### src/rtl/alu_share_arbiter.sv
// Round-robin sharing of one combinational ALU between two requesters.
// Operands are registered toward the ALU; the result is held until the owner accepts it.
module alu_share_arbiter #(
  parameter int DATA_W  = 32,
  parameter int OP_W    = 4,
  parameter int SHAMT_W = 5
) (
  input  logic                 clk,
  input  logic                 reset,
  input  logic [1:0]           req_valid_i,
  output logic [1:0]           req_ready_o,
  input  logic [2*OP_W-1:0]    req_op_i,
  input  logic [2*DATA_W-1:0]  req_a_i,
  input  logic [2*DATA_W-1:0]  req_b_i,
  input  logic [2*SHAMT_W-1:0] req_shamt_i,
  output logic [1:0]           rsp_valid_o,
  input  logic [1:0]           rsp_ready_i,
  output logic [DATA_W-1:0]    rsp_data_o,
  output logic                 rsp_zero_o,
  output logic                 rsp_err_o,
  output logic [OP_W-1:0]      alu_op_o,
  output logic [DATA_W-1:0]    alu_a_o,
  output logic [DATA_W-1:0]    alu_b_o,
  output logic [SHAMT_W-1:0]   alu_shamt_o,
  input  logic [DATA_W-1:0]    alu_data_i,
  input  logic                 alu_zero_i
);

  typedef enum logic [1:0] {IDLE, ISSUE, RESP} state_t;

  state_t              state_q, state_d;
  logic                last_grant_q;
  logic                owner_q;
  logic                err_q;
  logic                rsp_valid_q;
  logic [DATA_W-1:0]   data_q;
  logic                zero_q;
  logic [OP_W-1:0]     alu_op_q;
  logic [DATA_W-1:0]   alu_a_q;
  logic [DATA_W-1:0]   alu_b_q;
  logic [SHAMT_W-1:0]  alu_shamt_q;

  logic [1:0]          grant;
  logic                accept;
  logic                win_id;
  logic [OP_W-1:0]     op_sel;
  logic                op_is_err;
  logic                rsp_hs;

  // Arbitration: on a tie the requester that was not served last wins.
  always_comb begin
    grant = 2'b00;
    if (state_q == IDLE) begin
      case (req_valid_i)
        2'b01:   grant = 2'b01;
        2'b10:   grant = 2'b10;
        2'b11:   grant = last_grant_q ? 2'b01 : 2'b10;
        default: grant = 2'b00;
      endcase
    end
  end

  assign accept    = |grant;
  assign win_id    = grant[1];
  assign op_sel    = win_id ? req_op_i[2*OP_W-1:OP_W] : req_op_i[OP_W-1:0];
  assign op_is_err = !((op_sel == OP_W'(3)) || (op_sel == OP_W'(1)) || (op_sel == OP_W'(2)));
  assign rsp_hs    = (state_q == RESP) && rsp_ready_i[owner_q];

  always_ff @(posedge clk) begin
    if (!reset) state_q <= IDLE;
    else        state_q <= state_d;
  end

  always_comb begin
    state_d = state_q;
    case (state_q)
      IDLE:    if (accept) state_d = ISSUE;
      ISSUE:   state_d = RESP;
      RESP:    if (rsp_hs) state_d = IDLE;
      default: state_d = IDLE;
    endcase
  end

  always_comb begin
    req_ready_o = grant;
    rsp_valid_o = 2'b00;
    if (rsp_valid_q) rsp_valid_o = owner_q ? 2'b10 : 2'b01;
  end

  always_ff @(posedge clk) begin
    if (!reset) begin
      last_grant_q <= 1'b1;
      owner_q      <= 1'b0;
      err_q        <= 1'b0;
      rsp_valid_q  <= 1'b0;
      data_q       <= '0;
      zero_q       <= 1'b0;
      alu_op_q     <= '0;
      alu_a_q      <= '0;
      alu_b_q      <= '0;
      alu_shamt_q  <= '0;
    end else begin
      if (accept) begin
        last_grant_q <= win_id;
        owner_q      <= win_id;
        err_q        <= op_is_err;
        alu_op_q     <= op_sel;
        alu_a_q      <= win_id ? req_a_i[2*DATA_W-1:DATA_W] : req_a_i[DATA_W-1:0];
        alu_b_q      <= win_id ? req_b_i[2*DATA_W-1:DATA_W] : req_b_i[DATA_W-1:0];
        alu_shamt_q  <= win_id ? req_shamt_i[2*SHAMT_W-1:SHAMT_W] : req_shamt_i[SHAMT_W-1:0];
      end
      // Illegal op codes report a zero result regardless of what the ALU produced.
      if (state_q == ISSUE) begin
        data_q      <= err_q ? '0 : alu_data_i;
        zero_q      <= err_q ? 1'b1 : alu_zero_i;
        rsp_valid_q <= 1'b1;
      end
      if (rsp_hs) rsp_valid_q <= 1'b0;
    end
  end

  assign rsp_data_o  = data_q;
  assign rsp_zero_o  = zero_q;
  assign rsp_err_o   = err_q;
  assign alu_op_o    = alu_op_q;
  assign alu_a_o     = alu_a_q;
  assign alu_b_o     = alu_b_q;
  assign alu_shamt_o = alu_shamt_q;

endmodule
### config.mk
export PLATFORM = sky130hd
export DESIGN_NAME = alu_share_arbiter
export DESIGN_NICKNAME = d
export VERILOG_FILES = /design/src/rtl/alu_share_arbiter.sv
export SDC_FILE = /design/constraint.sdc
export NUM_CORES = 1
export LEC_CHECK = 0
export ABC_CLOCK_PERIOD_IN_PS = 2000
export CAP_MARGIN = 20
export CORE_MARGIN = 2
export CORE_UTILIZATION = 37
export CTS_CLUSTER_DIAMETER = 120
export DETAILED_ROUTE_END_ITERATION = 8
export GPL_ROUTABILITY_DRIVEN = 1
export PLACE_DENSITY = 0.81
export RECOVER_POWER = 100
export SETUP_SLACK_MARGIN = 0.02
export SYNTH_ARGS = -nofsm -noshare
export SYNTH_HDL_FRONTEND = slang
export SYNTH_SLANG_ARGS = --single-unit
export TNS_END_PERCENT = 10
### constraint.sdc
create_clock -name clk -period 2 [get_ports clk]
set_input_delay 0.2 -clock clk [delete_from_list [all_inputs] [get_ports clk]]
set_output_delay 0.2 -clock clk [all_outputs]
set_load 0.03 [all_outputs]
==> flow_summary.yaml <==
floorplan:
  die_h_um: 116
  start_util_pct: 37.4
  core_area_sq_um: 12500
  io_pins: 296
  row_count: 41
  die_x_um: 116
  die_area_sq_um: 13500
timing:
  finalMaxSlewViolations: 0
  finalClockSkew_ns: 0.00712
  finalCritPeriodShare_pct: 93.9
  finalHoldViolations: 0
  layout_min_cycle_time_ns: 1.88
  max_freq_mhz: 533
  tns_ns: 0
  setup_viol: 0
  slew_headroom_pct: 51.9
  worstMarginPinSlew_ns: 0.722
  rsz0062_at_grt: "false"
clock_network:
  root_buffer: "clkbuf_16"
  htreeDepth: 3
  clkSinkCount: 112
  clkLatencyLatePin_ns: 0.34
  cts_setup_buffers: 0
  cts_made_buffers: 9
  clockBufferDepth: 2
  cts_tree: "yes"
  cts_hold_buffers: 0
  clk_pin_slew_ns: 0.07
synth:
  synth.avg_cell_area_sq_um: 7.91
  ys_seq_area_share_pct: 48.1
  ys.flop_type: "dfxtp_1"
  synth.top_cell.area_share_pct: 48.1
  synth_edf_count: 0
  syn_inst: 590
  syn-cell-area_sq_um: 4660
  yosysWarnings: 0
  synthTopCellsByArea: "dfxtp_1 48%, nand2_1 14%, a31oi_1 9.8%, o21ai_0 8.0%, a21boi_0 5.2%"
  ys_types: 26
  yosys.cell_count.top_type: "nand2_1"
  synth-async-reset-ratio_pct: 0
  ys_top_cells_by_count: "180 x nand2_1, 112 x dfxtp_1, 75 x o21ai_0, 73 x a31oi_1, 45 x clkbuf_1"
  mappedNetlistNets: 775
  yosys.area.top_type: "dfxtp_1"
  synth_seq_cells: 112
routing:
  drc_errors: 0
  drt_iter0_drc: 315
  firstDrtPassIters: 4
  via_count: 5044
  final_antenna_net_count: 0
  wl_per_cell_um: 14.7
  viasPerCell: 4.88
  wl_met1_mm: 6.21
  top_layer_used: "met4"
  drt_wl_total_mm: 15.2
  routed-wl-met2_mm: 7.29
  dr_wl_met3_mm: 1.47
place:
  io_buffers: 295
  detailed_place_hpwl_mm: 10.5
  gp_congestion: 0.797
finish:
  drive_gt1_share_pct: 4.06
  n_antenna_cell: 0
  nets: 1042
  area_delta_synth_final_pct: 72.6
critical_path:
  cp-startpoint: "state_q[1]"
  r2r_slack_ns: 0.23
  worstPathRequired_ns: 1.80
  reg2reg_from: "state_q[1]"
  timing.rr.end: "alu_b_o[27]"
  cp_max_fo: 6
  worstSetupPathType: "flop to output pin"
  crit_end: "req_ready_o[1]"
  path_cells: "or3b_4, a21o_4, inv_4, buf_4, buf_6"
  arrival_ns: 1.68
  end_kind: "output pin"
  start_kind: "flop"
  cp_slowest_cell: "or3b_4"
  reg2reg_depth: 5
  crit_path_max_incr_delay_ns: 0.40
pwr:
  p_leak_nw: 3.25
  ir_drop_mv: 0.393
  p_per_area_nw_per_um2: 785
  p_total_mw: 6.32
min_path:
  hp-class: "input pin to flop"
  min_path_cells: 4
global_route:
  grt_max_degree: 114
  grt_overflow: 0
  grt_pass1_wl_mm: 22.7
  first_global_vias: 4566
  track_usage_pct: 21.1
  antenna_found_initial: 0
job:
  drv_cap: 0
run_status:
  status: "finished clean"
placed cells by master (no fill, tap or decap), types with 2 or more instances in the layout:
cell / instances
clkdlybuf4s50_1: 183
nand2_1: 180
dfxtp_1: 111
dlygate4sd3_1: 109
o21ai_0: 75
a31oi_1: 73
nand3b_1: 32
a21boi_0: 32
clkbuf_16: 9
buf_4: 8
nor2_1: 5
nor2b_1: 5
buf_12: 5
clkbuf_1: 4
nand2b_1: 2
and2_1: 2
a21oi_1: 2
o22ai_1: 2
nor3_1: 2
buf_6: 2
final cells by class:
class	instances	area [sq um]
multi-input cells	421	2180
well taps	172	215
flip-flops and latches	112	2240
clock buffers	13	250
repair buffers	311	3130
fillers	1083	4420
inverters	2	10.0
clock inverters	3	25.0
where the power goes:
group          switching, mW  leakage (nW)  internal (mW)  total [mW]
registers              0.114         0.925           2.48        2.59
clock network          0.809         0.130          0.890        1.70
logic                   1.12          2.19          0.909        2.03
sequential cells by signal, indices dropped and copies added, names as in the netlist:
name	flops
alu_a_o	32
alu_b_o	32
rsp_data_o	32
alu_shamt_o	5
alu_op_o	4
state_q	2
last_grant_q	1
owner_q	1
rsp_err_o	1
rsp_valid_q	1
rsp_zero_o	1
metrics by stage:
stage | util, % | worst slack (ns) | instances | hold slack [ns] | instance area (sq um)
CTS | 64.6 | 0.0225 | 1034 | 0.384 | 8060
floorplan | - | 0.480 | 590 | 0.343 | 4660
finish | 64.6 | 0.122 | 1034 | 0.387 | 8050
detailed placement | 62.4 | 0.00219 | 1018 | 0.455 | 7780
global route | 64.6 | 0.0233 | 1034 | 0.411 | 8050
global placement | 62.4 | 0.0554 | 1018 | 0.448 | 7780
critical path, delay by kind of cell (launching register included):
family                 cells  cell delay (ns)
AND/OR/NAND/NOR            1             0.40
buffers and inverters      3             0.37
flip-flops                 1             0.34
AO/OA/AOI/OAI              1             0.22
worst min-delay path by stage:
stage                      to           start  slack (ns)
6_report           alu_b_o[7]           reset        0.39
5_1_grt          last_grant_q           reset        0.41
3_3_place_gp   rsp_data_o[22]  rsp_data_o[22]        0.45
3_5_place_dp   rsp_data_o[30]  rsp_data_o[30]        0.45
4_1_cts          last_grant_q           reset        0.38
2_1_floorplan     alu_op_o[2]     req_op_i[2]        0.34
logic make-up (layout without fill, tap and decap cells):
group | count (synthesis) | in the layout | synth area share, %
mux | 1 | 1 | 0.215
buf+inv | 57 | 329 | 5.53
flops | 112 | 112 | 48.1
simple gates | 232 | 232 | 22.0
compound gates | 188 | 188 | 24.1
per-layer routing:
metal	vias to the layer above	track usage, %
li1	2572	-
met1	2242	25.1
met2	212	35.9
met3	18	7.68
met4	0	6.27
met5	-	0
repair_timing:
item                                    in CTS  in global routing
resized for setup                            2                  4
pin swaps                                    0                  0
endpoints found under the setup margin       2                  1
No activity file was read; power rests on OpenSTA's default activity.
